File: src/rtl/cu_cfg_pkg.sv
// Shared types and constants for the compute-unit configuration loader.
package cu_cfg_pkg;

  localparam logic [7:0]  CFG_HEADER    = 8'hA5;
  localparam int unsigned CFG_FRAME_LEN = 7;
  localparam int unsigned CU_FIELD_W    = 7;
  localparam int unsigned CNT_W         = 3;

  typedef enum logic [2:0] {
    ST_IDLE   = 3'd0,
    ST_LOAD   = 3'd1,
    ST_COMMIT = 3'd2,
    ST_ARMED  = 3'd3,
    ST_RUN    = 3'd4
  } state_e;

  // Field order mirrors the byte order of B1..B5 on the wire
  typedef struct packed {
    logic                  rmux0;
    logic [CU_FIELD_W-1:0] opcode;
    logic                  opa_is_local;
    logic [CU_FIELD_W-1:0] opa_local;
    logic                  rmux1;
    logic [CU_FIELD_W-1:0] opa_remote;
    logic                  opb_is_local;
    logic [CU_FIELD_W-1:0] opb_local;
    logic [CU_FIELD_W-1:0] opb_remote;
  } cu_cfg_t;

endpackage

File: src/rtl/cu_cfg_frame_assembler.sv
// Positional capture of frame bytes B1..B6 into shadow registers with a running XOR.
module cu_cfg_frame_assembler
  import cu_cfg_pkg::*;
(
  input  logic       clk,
  input  logic       reset,
  input  logic       hdr_i,
  input  logic       data_i,
  input  logic       clear_i,
  input  logic [7:0] byte_i,
  output logic       last_o,
  output logic       csum_ok_o,
  output cu_cfg_t    shadow_o
);

  logic [CNT_W-1:0] count_q;
  logic [7:0]       xor_q;
  logic [7:0]       csum_q;
  cu_cfg_t          shadow_q;

  assign last_o    = data_i && (count_q == CNT_W'(CFG_FRAME_LEN - 1));
  assign csum_ok_o = (xor_q == csum_q);
  assign shadow_o  = shadow_q;

  always_ff @(posedge clk) begin
    if (reset || clear_i) begin
      count_q  <= '0;
      xor_q    <= '0;
      csum_q   <= '0;
      shadow_q <= '0;
    end else if (hdr_i) begin
      count_q <= CNT_W'(1);
      xor_q   <= '0;
    end else if (data_i) begin
      count_q <= count_q + CNT_W'(1);
      if (!last_o) begin
        xor_q <= xor_q ^ byte_i;
      end
      case (count_q)
        3'd1:    {shadow_q.rmux0, shadow_q.opcode}           <= byte_i;
        3'd2:    {shadow_q.opa_is_local, shadow_q.opa_local} <= byte_i;
        3'd3:    {shadow_q.rmux1, shadow_q.opa_remote}       <= byte_i;
        3'd4:    {shadow_q.opb_is_local, shadow_q.opb_local} <= byte_i;
        3'd5:    shadow_q.opb_remote                         <= byte_i[CU_FIELD_W-1:0];
        3'd6:    csum_q                                      <= byte_i;
        default: ;
      endcase
    end
  end

endmodule

File: src/rtl/cu_config_loader.sv
// Loads a checksummed config frame, commits it atomically and runs the compute-unit launch handshake.
module cu_config_loader
  import cu_cfg_pkg::*;
(
  input  logic                  clk,
  input  logic                  reset,
  input  logic                  io_cfg_valid,
  input  logic [7:0]            io_cfg_data,
  output logic                  io_cfg_ready,
  input  logic                  io_start,
  input  logic                  io_cu_done,
  output logic                  io_config_enable,
  output logic                  io_enable,
  output logic [CU_FIELD_W-1:0] io_opcode,
  output logic                  io_rmux0,
  output logic                  io_rmux1,
  output logic                  io_opA_isLocal,
  output logic [CU_FIELD_W-1:0] io_opA_local,
  output logic [CU_FIELD_W-1:0] io_opA_remote,
  output logic                  io_opB_isLocal,
  output logic [CU_FIELD_W-1:0] io_opB_local,
  output logic [CU_FIELD_W-1:0] io_opB_remote,
  output logic                  io_busy,
  output logic                  io_error
);

  state_e  state_q, state_d;
  cu_cfg_t cfg_q, shadow;
  logic    cfg_loaded_q, error_q, cfg_en_q;
  logic    ready_c, accept_c, hdr_c, stray_c, data_c, start_c, last_c, csum_ok_c, clear_c;

  cu_cfg_frame_assembler u_asm (
    .clk       (clk),
    .reset     (reset),
    .hdr_i     (hdr_c),
    .data_i    (data_c),
    .clear_i   (clear_c),
    .byte_i    (io_cfg_data),
    .last_o    (last_c),
    .csum_ok_o (csum_ok_c),
    .shadow_o  (shadow)
  );

  always_ff @(posedge clk) begin
    if (reset) state_q <= ST_IDLE;
    else       state_q <= state_d;
  end

  always_comb begin
    state_d = state_q;
    case (state_q)
      ST_IDLE:   if (hdr_c) state_d = ST_LOAD;
      ST_LOAD:   if (last_c) state_d = ST_COMMIT;
      ST_COMMIT: state_d = (csum_ok_c || cfg_loaded_q) ? ST_ARMED : ST_IDLE;
      ST_ARMED:  begin
        if (start_c)    state_d = ST_RUN;
        else if (hdr_c) state_d = ST_LOAD;
      end
      ST_RUN:    if (io_cu_done) state_d = ST_ARMED;
      default:   state_d = ST_IDLE;
    endcase
  end

  // Start has priority over an incoming byte while armed
  always_comb begin
    ready_c  = 1'b0;
    start_c  = 1'b0;
    case (state_q)
      ST_IDLE, ST_LOAD: ready_c = 1'b1;
      ST_ARMED: begin
        ready_c = !io_start;
        start_c = io_start;
      end
      default: ;
    endcase
    accept_c = io_cfg_valid && ready_c;
    hdr_c    = accept_c && (state_q != ST_LOAD) && (io_cfg_data == CFG_HEADER);
    stray_c  = accept_c && (state_q != ST_LOAD) && (io_cfg_data != CFG_HEADER);
    data_c   = accept_c && (state_q == ST_LOAD);
    clear_c  = (state_q == ST_COMMIT) && !csum_ok_c;
  end

  always_ff @(posedge clk) begin
    if (reset) begin
      cfg_q        <= '0;
      cfg_loaded_q <= 1'b0;
      error_q      <= 1'b0;
      cfg_en_q     <= 1'b0;
    end else begin
      cfg_en_q <= 1'b0;
      if (state_q == ST_COMMIT) begin
        if (csum_ok_c) begin
          cfg_q        <= shadow;
          cfg_loaded_q <= 1'b1;
          error_q      <= 1'b0;
          cfg_en_q     <= 1'b1;
        end else begin
          error_q <= 1'b1;
        end
      end else if (stray_c) begin
        error_q <= 1'b1;
      end
    end
  end

  assign io_cfg_ready     = ready_c;
  assign io_config_enable = cfg_en_q;
  assign io_enable        = (state_q == ST_RUN);
  assign io_busy          = (state_q == ST_RUN);
  assign io_error         = error_q;
  assign io_opcode        = cfg_q.opcode;
  assign io_rmux0         = cfg_q.rmux0;
  assign io_rmux1         = cfg_q.rmux1;
  assign io_opA_isLocal   = cfg_q.opa_is_local;
  assign io_opA_local     = cfg_q.opa_local;
  assign io_opA_remote    = cfg_q.opa_remote;
  assign io_opB_isLocal   = cfg_q.opb_is_local;
  assign io_opB_local     = cfg_q.opb_local;
  assign io_opB_remote    = cfg_q.opb_remote;

endmodule

File: config.mk
export PLATFORM = sky130hd
export DESIGN_NAME = cu_config_loader
export DESIGN_NICKNAME = d
export VERILOG_FILES = /design/src/rtl/cu_cfg_pkg.sv /design/src/rtl/cu_cfg_frame_assembler.sv /design/src/rtl/cu_config_loader.sv
export SDC_FILE = /design/constraint.sdc
export NUM_CORES = 1
export LEC_CHECK = 0
export BUFFER_PORTS_ARGS = -buffer_cell sky130_fd_sc_hd__buf_2
export CAP_MARGIN = 20
export CORE_MARGIN = 2
export CORE_UTILIZATION = 37
export CTS_CLUSTER_SIZE = 25
export DETAILED_ROUTE_END_ITERATION = 7
export GPL_ROUTABILITY_DRIVEN = 1
export SYNTH_ARGS = -nofsm -noshare
export SYNTH_HDL_FRONTEND = slang
export SYNTH_SLANG_ARGS = --single-unit
File: constraint.sdc
create_clock -name clk -period 3.73 [get_ports clk]
set_input_delay 0.373 -clock clk [delete_from_list [all_inputs] [get_ports clk]]
set_output_delay 0.373 -clock clk [all_outputs]
set_load 0.05 [all_outputs]
---- Word-level counts from Yosys, hierarchy flattened ----
Cells that the tools add are included.
storage, ports and cells
  bits in registers ....................... 103
  bits of input ports ..................... 13
  word-level logic and storage cells ...... 87
  output and inout bits ................... 44
cells by class
  $add $sub $neg .......................... 1
  reductions and logical operators ........ 26
  equality and inequality tests ........... 16
  muxes and demuxes ....................... 14
  bitwise logic cells ..................... 4
operators by type and width
  operator             count
  $reduce_and 3->1     6
  $pmux 3 s5           1
  $eq 3x2->1 const B   4
  $eq 3x3->1 const B   4
  $mux 3               4
  $eq 8x8->1           1
  $eq 8x8->1 const B   1
  $ne 8x8->1 const B   1
  $xor 8x8->8          1
  $logic_and 1x1->1    7
  $mux 1               7
  $eq 3x1->1 const B   2
  $reduce_and 2->1     3
  $reduce_or 2->1      3
  $ne 2x2->1 const B   2
  $reduce_bool 2->1    2
  $add 3x1->3 const B  1
  $logic_not 3->1      1
  $ne 3x1->1 const B   1
  $not 1->1            3
  $logic_not 1->1      2
  $logic_or 1x1->1     2
  $mux 2               1
  $pmux 1 s2           1

---- Logic depth before layout (Yosys ltp) ----
Gate-level depths: netlist (run 1).
  word-level depth ........................ 9
  depth in mapped cells ................... 7
  depth with buffers taken out ............ 6

---- Hierarchy ----
Synthesis (run 1) repeated with hierarchy kept, for this count alone.
second synthesis, totals
  cell total of the unflattened synthesis .. 404
  area total of the unflattened synthesis .. 4125.2 µm²
modules (own cells, without submodules)
  module                  cells each  seq. area each (µm²)  area each (µm²)  times used
  cu_cfg_frame_assembler  263         1161.1                2463.6           1
  cu_config_loader        141         900.9                 1661.6           1

---- Worst setup path before layout (run 1) ----
Ideal clock, no wire load.
  kind .................................... register to output
  start ................................... register state_q[1]
  end ..................................... output io_enable
  path buffers ............................ 2
  stages on the path, launching flop included .. 5
  arrival time ............................ 1811 ps
  setup slack ............................. 1546 ps
  required time ........................... 3357 ps
  path through ............................ dfxtp_1 > clkbuf_1 > or2_2 > nor2_1 > buf_4
on the way
  cells in the longest elaborated chain, start to end .. 1
RTL lines
  item                    RTL line                source
  from (decl)             cu_config_loader.sv:27  state_e state_q, state_d;
  from (signal assigned)  cu_config_loader.sv:46  else state_q <= state_d;
  $eq 3x3->1              --
  to (decl)               cu_config_loader.sv:13  output logic io_enable,
No other way between the ends.

---- Final worst setup path (run 1) ----
  start ................................... register state_q[1]
  end ..................................... register cfg_q, in the netlist io_rmux1
on the way
  cells in the longest elaborated chain, start to end .. 2
RTL lines
  item                               RTL line                source
  $eq 3x2->1                         cu_config_loader.sv:91  if (state_q == ST_COMMIT) begin
  $reduce_and 2->1 (no source line)  --
  to (signal assigned)               cu_config_loader.sv:93  cfg_q <= shadow;
  to (decl)                          cu_config_loader.sv:28  cu_cfg_t cfg_q, shadow;
No other way between the ends.
A chain may end at the register's enable or synchronous reset.

==> results summary, run 1 <==
The run finished with clean final reports. The number of I/O pins is 57. The slowest stage of the critical path belongs to the cell sky130_fd_sc_hd__dfxtp_1. Summed over all layers, the global routing overflow is 0. The slew at the pin closest to its max-slew limit is 0.6281 ns. The number of routed nets with antenna violations is 0. Buffers inserted to repair hold after CTS numbered 0. The floorplan step set the die height to 108.1 um. Timing analysis after detailed placement gives a worst setup slack of 1.489 ns.

The per-cell via count in the routed design came out at 5.153. The root buffer selected by CTS is sky130_fd_sc_hd__clkbuf_8. The final critical path time including I/O delays and setup came out at 2.237 ns. Synthesis inferred 103 register bits. The number of buffers and inverters on the critical path is 1.

The worst setup path is launched from a flip-flop. After clock tree synthesis, the clock-pin slew on the worst setup and hold paths is 0.10 ns. In this run, the number of DRC markers left after iteration 0 of detailed routing was 174.

The final worst slack is 1.493 ns. The synthesized netlist net count came out at 387. At the worst endpoint, the arrival time is 2.56 ns. The number of distinct library cell variants in the gate-level netlist after synthesis is 39. Global routing used 15.51% of the available tracks across all layers.

Synthesis produced a netlist whose cell count is 369. The number of global-route vias before repair came out at 2700. The worst setup path is captured at a flip-flop. The Yosys step of the flow raised 0 warnings.

By area the synthesized netlist is led by sky130_fd_sc_hd__dfxtp_1 51%, sky130_fd_sc_hd__mux2i_1 12%, sky130_fd_sc_hd__a22o_1 8.5%, sky130_fd_sc_hd__nor3_1 6.1%, sky130_fd_sc_hd__xor2_1 3.5%. The tightest min-delay check is of the input port to flip-flop type. The floorplan step defined a core boundary enclosing 10700 sq um.

Headroom to the max-slew limit came out at 58.13%. The power after layout came out at 2.306 mW. After legalization and detailed placement, the total HPWL measured 5557 um. The number of buffers created by CTS came out at 9. At the later pin of the worst-skew pair, clock insertion delay measures 0.38 ns. The count of TritonRoute iterations in the first routing pass came out at 4. The number of setup buffers added after CTS came out at 0. The cell accounting for the most synthesized area is sky130_fd_sc_hd__dfxtp_1.

The number of remaining DRC errors is 0. The clock sink count is 103. The total length of routed wires came out at 8838 um. Setup repair after global routing left no endpoint under its margin. In this run the static leakage power is 2.121 nW. In the finished design, the share of the clock period the worst path needs comes to 59.98%. The diode insertion count for antenna repair is 0. The total number of nets in the final design came out at 430. The number of max-capacitance violations reported came out at 0.

The total number of vias came out at 2870. The top-area cell type share of the netlist area came out at 51.40%. The signal on the critical path passes through or3b_4 > nor3_4 > and4b_1 > buf_4 > a22o_1. The worst setup skew after layout is 0.01574 ns.

The area growth from synthesis to final layout came out at 14.75%. Power spread over the standard cell area amounts to 501.0 nW/um^2. The number of port buffers is 56. The kind of cell with the highest combined delay along the critical path is simple AND/OR/NAND/NOR gates. The required time of the critical path came out at 4.05 ns. Yosys mapped a number of flops with a built-in enable equal to 0. TritonCTS built the clock tree. The final RePlAce weighted congestion is 0.7694. The horizontal die dimension came out at 108.1 um. Summed over all failing endpoints, the final setup total negative slack is 0 ns. Of all flip-flops after synthesis, the portion carrying an async set or reset was 0%. The final-report setup violation count came out at 0. Sequential cells were found to cover 51.40% of the synthesized design area. In this design, the stage delay of the slowest critical-path cell is 0.54 ns. IR analysis of the VDD net gives a maximum drop of 0.0001858 V. The post-cts gate resize count came out at 0. The maximum fanout encountered on the critical timing path is 40.

The first global-routing pass estimated 14320 um of wire. The most used flip-flop cell after synthesis is sky130_fd_sc_hd__dfxtp_1. The number of max-slew violations in the final report is 0.

The total number of placement rows is 38. Each instance of the synthesized netlist takes up on average 10.87 sq um. The die area came out at 11690 sq um.

The starting density of the core came out at 37.50%. The synthesized area came out at 4011 sq um. The maximum clock insertion buffer count came out at 2.

The initial antenna violation count is 0. The H-tree level count is 3. The largest net degree at the start of global routing came out at 59. The upper clock frequency limit is 447.0 MHz. In the final layout, the share of cells above drive strength 1 is 21.10%.

The critical path is of the flip-flop to flip-flop type. The count of endpoints failing hold in the final timing report is 0. After detailed routing, the average wire length per cell comes to 15.87 um.
[layer usage]
layer | vias to the layer above | wire, um | track usage, % | part of all wire, %
li1 | 1444 | - | - | -
met1 | 1362 | 4484 | 22.36 | 51
met2 | 54 | 3935 | 23.32 | 45
met3 | 10 | 294 | 2.652 | 3.3
met4 | 0 | 124 | 5.586 | 1.4
met5 | - | 0 | 0 | 0
[Yosys cell counts (2+ instances only)]
cell and number:
sky130_fd_sc_hd__nor4_1 10, sky130_fd_sc_hd__inv_1 5, sky130_fd_sc_hd__mux2i_1 47, sky130_fd_sc_hd__clkbuf_1 13, sky130_fd_sc_hd__nor3_1 49, sky130_fd_sc_hd__dfxtp_1 103, sky130_fd_sc_hd__buf_2 8, sky130_fd_sc_hd__nor2_1 7
sky130_fd_sc_hd__ha_1 5, sky130_fd_sc_hd__nand2b_1 4, sky130_fd_sc_hd__a31oi_1 4, sky130_fd_sc_hd__nand2_1 7, sky130_fd_sc_hd__nand3b_1 2, sky130_fd_sc_hd__or4bb_1 2, sky130_fd_sc_hd__buf_4 3, sky130_fd_sc_hd__xor2_1 16
sky130_fd_sc_hd__o21ai_0 3, sky130_fd_sc_hd__nand3_1 12, sky130_fd_sc_hd__a22o_1 39, sky130_fd_sc_hd__buf_6 6, sky130_fd_sc_hd__and3_1 2, sky130_fd_sc_hd__a21oi_1 5
[worst register-to-register path, delay by kind of cell (launching register included)]
| family | cells | cell delay (ns) |
|---|---|---|
| DFF | 1 | 0.54 |
| AOI/OAI and AO/OA | 1 | 0.25 |
| buffers and inverters | 1 | 0.38 |
| and+or+nand+nor | 3 | 1.01 |
[logic make-up (layout without fill, tap and decap cells)]
kind of cell	Yosys count	in the layout	synth area share, %
AO/OA/AOI/OAI	59	59	12.07
XOR/XNOR	17	17	3.712
AND/OR/NAND/NOR	103	103	14.60
buffers and inverters	35	83	4.928
multiplexers	47	47	11.73
adder cells (fa/ha/maj)	5	5	1.560
flip-flops	103	103	51.40
[final timing paths]
path                            cells after the start             end  slack (ns)      startpoint
worst min register to register                      1  io_opB_isLocal        0.48  io_opB_isLocal
worst max-delay path                                5        io_rmux1        1.49      state_q[1]
worst max register to register                      5        io_rmux1        1.49      state_q[1]
worst min-delay path                                3      state_q[2]        0.33      io_cu_done
[cell usage in the layout, fill, tap and decap left out, types with 2 or more instances in the layout]
| cell type | netlist | routed |
|---|---|---|
| sky130_fd_sc_hd__ha_1 | 5 | 5 |
| sky130_fd_sc_hd__a31oi_1 | 4 | 2 |
| sky130_fd_sc_hd__nand3b_1 | 2 | 2 |
| sky130_fd_sc_hd__nor3_1 | 49 | 49 |
| sky130_fd_sc_hd__nand2b_1 | 4 | 4 |
| sky130_fd_sc_hd__o21ai_0 | 3 | 3 |
| sky130_fd_sc_hd__nor2_1 | 7 | 7 |
| sky130_fd_sc_hd__mux2i_1 | 47 | 47 |
| sky130_fd_sc_hd__clkbuf_8 | 0 | 9 |
| sky130_fd_sc_hd__inv_1 | 5 | 5 |
| sky130_fd_sc_hd__and3_1 | 2 | 2 |
| sky130_fd_sc_hd__buf_2 | 8 | 56 |
| sky130_fd_sc_hd__buf_4 | 3 | 5 |
| sky130_fd_sc_hd__dfxtp_1 | 103 | 103 |
| sky130_fd_sc_hd__a21oi_1 | 5 | 5 |
| sky130_fd_sc_hd__inv_8 | 0 | 3 |
| sky130_fd_sc_hd__or4bb_1 | 2 | 2 |
| sky130_fd_sc_hd__xor2_1 | 16 | 16 |
| sky130_fd_sc_hd__a22o_1 | 39 | 39 |
| sky130_fd_sc_hd__nand3_1 | 12 | 12 |
| sky130_fd_sc_hd__nor4_1 | 10 | 10 |
| sky130_fd_sc_hd__nand2_1 | 7 | 7 |
| sky130_fd_sc_hd__a31oi_4 | 0 | 2 |
[power breakdown]
group / switching, mW / leakage, nW / internal [mW]
logic: 0.251 / 1.18 / 0.120
registers: 0.0356 / 0.830 / 1.13
clock network: 0.433 / 0.113 / 0.334
[metrics by stage]
| step | instance area, sq um | hold WS [ns] | instances | utilization (%) |
|---|---|---|---|---|
| after global placement | 4362 | 0.4548 | 540 | 40.77 |
| after floorplan | 4011 | 0.4369 | 369 | - |
| final | 4603 | 0.3307 | 557 | 43.03 |
| after CTS | 4583 | 0.3199 | 556 | 42.84 |
| after detailed placement | 4362 | 0.4513 | 540 | 40.77 |
| after global routing | 4603 | 0.3328 | 557 | 43.03 |
[state kept, by name, summed over array words and instances, names as in the netlist]
| signal | count |
|---|---|
| cfg_loaded_q | 1 |
| u_asm.csum_q | 8 |
| u_asm.xor_q | 8 |
| u_asm.count_q | 3 |
| io_opB_remote | 7 |
| io_opA_isLocal | 1 |
| io_opA_local | 7 |
| state_q | 3 |
| io_rmux1 | 1 |
| io_opA_remote | 7 |
| io_opcode | 7 |
| io_opB_local | 7 |
| io_opB_isLocal | 1 |
| u_asm.shadow_o | 39 |
| io_config_enable | 1 |
| io_rmux0 | 1 |
| io_error | 1 |
[cell type report]
class,count,area [sq um]
repair buffers,62,337.8
inverters,5,18.77
fillers,1035,6095
clock inverters,7,97.59
multi-input cells,231,1788
clock buffers,9,123.9
well taps,140,175.2
flip-flops and latches,103,2062
Note: power is estimated with default switching activity, not from simulation.
==> run 2: changes to the inputs <==
--- a/config.mk
+++ b/config.mk
@@ -5,6 +5,7 @@
 export SDC_FILE = /design/constraint.sdc
 export NUM_CORES = 1
 export LEC_CHECK = 0
+export ABC_AREA = 1
 export BUFFER_PORTS_ARGS = -buffer_cell sky130_fd_sc_hd__buf_2
 export CAP_MARGIN = 20
 export CORE_MARGIN = 2
==> constraint.sdc (replaced) <==
create_clock -name clk -period 2.2 [get_ports clk]
set_input_delay 0.22 -clock clk [delete_from_list [all_inputs] [get_ports clk]]
set_output_delay 0.22 -clock clk [all_outputs]
set_load 0.05 [all_outputs]
==> results summary, run 2 <==
The run finished with clean final reports. The maximum resistive drop on vdd is 0.0003045 V. The number of hold buffers added after CTS was 0. Fill cells in the final layout number 1143.

Synthesis inferred 103 register bits. The count of endpoints failing hold in the final timing report came out at 0. The total number of placement rows is 38.

The total congestion overflow is 0. The most used flip-flop cell after synthesis is sky130_fd_sc_hd__dfxtp_1. The H-tree level count is 3. Dividing total power by cell area gives a power density of 844.0 nW/um^2. The number of global-route vias before repair came out at 2982. Hold timing on the final database bottoms out at a slack of 0.1194 ns.

The first-pass GRT wire length came out at 14430 um. Timing would allow up to 573.4 MHz. The top cell types in the final layout, fill and taps aside, are 103 x sky130_fd_sc_hd__dfxtp_1, 87 x sky130_fd_sc_hd__nand2_1, 61 x sky130_fd_sc_hd__a21oi_1, 56 x sky130_fd_sc_hd__buf_2, 47 x sky130_fd_sc_hd__nand3_1. The share of the clock period used by the worst path after layout came out at 79.27%.

The final setup TNS is 0 ns. In the routed layout, each cell is associated on average with a via count of 4.816. On the critical path, the stage with the largest delay is an instance of sky130_fd_sc_hd__dfxtp_1. The completed layout was analyzed and its total power is 3.855 mW. The number of max-slew violations in the final report is 0.

The root buffer cell chosen for the clock tree is sky130_fd_sc_hd__clkbuf_8. The area growth from synthesis to final layout came out at 13.81%. The smallest clock period supported by the final layout is computed as 1.744 ns. In the post-synthesis netlist, the biggest area contributors are sky130_fd_sc_hd__dfxtp_1 51%, sky130_fd_sc_hd__nand2_1 8.1%, sky130_fd_sc_hd__a21oi_1 7.6%, sky130_fd_sc_hd__nand3_1 5.9%, sky130_fd_sc_hd__o21ai_1 4.2%. After technology mapping, the gate count stands at 495. The final worst slack is 0.4561 ns. The biggest area contributor in the post-synthesis netlist is sky130_fd_sc_hd__dfxtp_1. The post-cts gate resize count is 0. The synthesized area divided by synthesized cell count is 8.106 sq um. The final-report setup violation count came out at 0.

The clock sink count is 103. The number of enable-type register cells in the synthesized netlist is 0. The number of flip-flops under the largest register name came out at 39. The warning count from the yosys run came out at 0.

The count of TritonRoute iterations in the first routing pass came out at 4. Setup repair after global routing left no endpoint under its margin. The min-delay analysis places its worst path in the category input port to flip-flop. Summing all multi-input logic gate instances after layout gives 1573 sq um.

The area inside the core boundary came out at 10700 sq um. Counting every net in the synthesized netlist gives 513. Once the floorplan was initialized, standard cells occupied 37.51% of the core. The fraction of registers with async set or reset after synthesis is 0%. The number of max-capacitance violations reported came out at 0. The required time of the critical path is 2.50 ns.

The die area is 11690 sq um. The number of routed nets with antenna violations came out at 0. The clock passes through at most 2 buffers. The total length of routed wires is 8935 um. The clock latency on the worst-skew pair is 0.36 ns. The number of port buffers is 56. The die span in y is 108.1 um. The top-area cell type share of the netlist area is 51.39%.

The slew at the pin closest to its max-slew limit is 0.4552 ns. The post-route netlist has 18.94% of its cells at a drive strength greater than 1. The initial antenna violation count is 0.

The post-synthesis sequential area ratio is 51.39%. At the end of routability-driven placement, the weighted congestion stood at 0.8133. The worst setup slack after placement came out at 0.4683 ns. The routed layout has 3318 vias. In this run the worst path has a maximum fanout of 20. The register clock-pin slew on the reported worst setup and hold paths is 0.10 ns.

The arrival time of data at the critical path endpoint is 2.04 ns. The worst setup skew after layout is 0.01512 ns. The synthesized area came out at 4013 sq um. In the post-synthesis netlist, the cell with the most instances is sky130_fd_sc_hd__dfxtp_1.

The reported leakage power is 2.018 nW. The critical path is of the flip-flop to flip-flop type. The average wire length per cell after detail routing came out at 12.97 um. TritonCTS built the clock tree. In the final design database the tool counted 562 nets.

Summing all flip-flop and latch instances after layout gives 2062 sq um. The largest net degree at the start of global routing is 43. The number of setup buffers added after CTS is 0. The number of distinct library cell variants in the gate-level netlist after synthesis came out at 33. After the first detailed-routing iteration, the DRC count stood at 199. The worst setup path is launched from a flip-flop.

The library cell used most frequently in the layout, excluding fill and tap cells, is sky130_fd_sc_hd__dfxtp_1. The commonest cells after synthesis are 103 x sky130_fd_sc_hd__dfxtp_1, 87 x sky130_fd_sc_hd__nand2_1, 61 x sky130_fd_sc_hd__a21oi_1, 47 x sky130_fd_sc_hd__nand3_1, 41 x sky130_fd_sc_hd__inv_1. The number of buffers created by CTS is 9. Traced cell by cell, the critical path runs through inv_2 > nand2_1 > nand4_1 > nor2_1 > nand2_1 > a21oi_2 > buf_4 > o21ai_0 > a21oi_1. Global routing used 15.57% of the available tracks across all layers. The diode insertion count for antenna repair is 0. The critical path's largest stage delay is 0.37 ns. The HPWL after detailed placement is 6429 um. The cell with the most instances on the worst path is sky130_fd_sc_hd__nand2_1. The horizontal die dimension is 108.1 um. The worst pin sits at a relative slew slack of 69.65%. The number of I/O pins came out at 57.

The number of remaining DRC errors is 0. STA classifies the critical path endpoint as a flip-flop.
## run 2: routing by layer
layer / GRT usage (%) / share of wire, % / vias to the layer above / routed length, um
li1: - / - / 1728 / -
met1: 21.65 / 49 / 1523 / 4361
met4: 4.121 / 0.79 / 0 / 71
met2: 24.66 / 45 / 63 / 4060
met3: 3.195 / 4.9 / 4 / 442
met5: 0 / 0 / - / 0
## run 2: critical path: cells and delay by family (launching register included)
family,cells,cell delay (ns)
compound gates,3,0.52
buf+inv,2,0.34
simple gates,4,0.44
flops,1,0.37
## run 2: area by class of cell
cell class	instances	area share [%]
Clock buffer	10	3.014
Clock inverter	6	1.726
Inverter	53	4.548
Multi-Input combinational cell	314	34.44
Sequential cell	103	45.15
Tap cell	140	3.836
Timing Repair Buffer	63	7.288
## run 2: kinds of logic (layout without fill, tap and decap cells)
group | after synthesis | in the layout | share of synthesized area, %
AOI/OAI and AO/OA | 123 | 123 | 15.50
adders and majority gates | 5 | 5 | 1.559
xor gates and xnor gates | 3 | 3 | 0.6549
DFF | 103 | 103 | 51.39
and+or+nand+nor | 183 | 183 | 21.48
buffers and inverters | 78 | 132 | 9.417
## run 2: through the flow
step	utilization [%]	cell area (sq um)	cells
after global placement	40.67	4350	673
after CTS	42.69	4567	689
after global routing	42.69	4567	689
final	42.69	4567	689
after detailed placement	40.67	4350	673
after floorplan	-	4013	495
## run 2: path summary, 6_finish.rpt
kind                     start            endpoint  slack, ns  depth (start not counted)
max             u_asm.xor_q[6]  u_asm.shadow_o[38]       0.46                          9
min                      reset          state_q[0]       0.12                          2
max reg2reg     u_asm.xor_q[6]  u_asm.shadow_o[38]       0.46                          9
min reg2reg  u_asm.shadow_o[9]     io_opB_local[2]       0.45                          2
## run 2: report_power, final
group	internal, mW	total [mW]	switching (mW)	leakage, nW
clock	0.573	1.23	0.662	0.102
combinational	0.187	0.660	0.473	1.09
sequential	1.92	1.96	0.0431	0.830
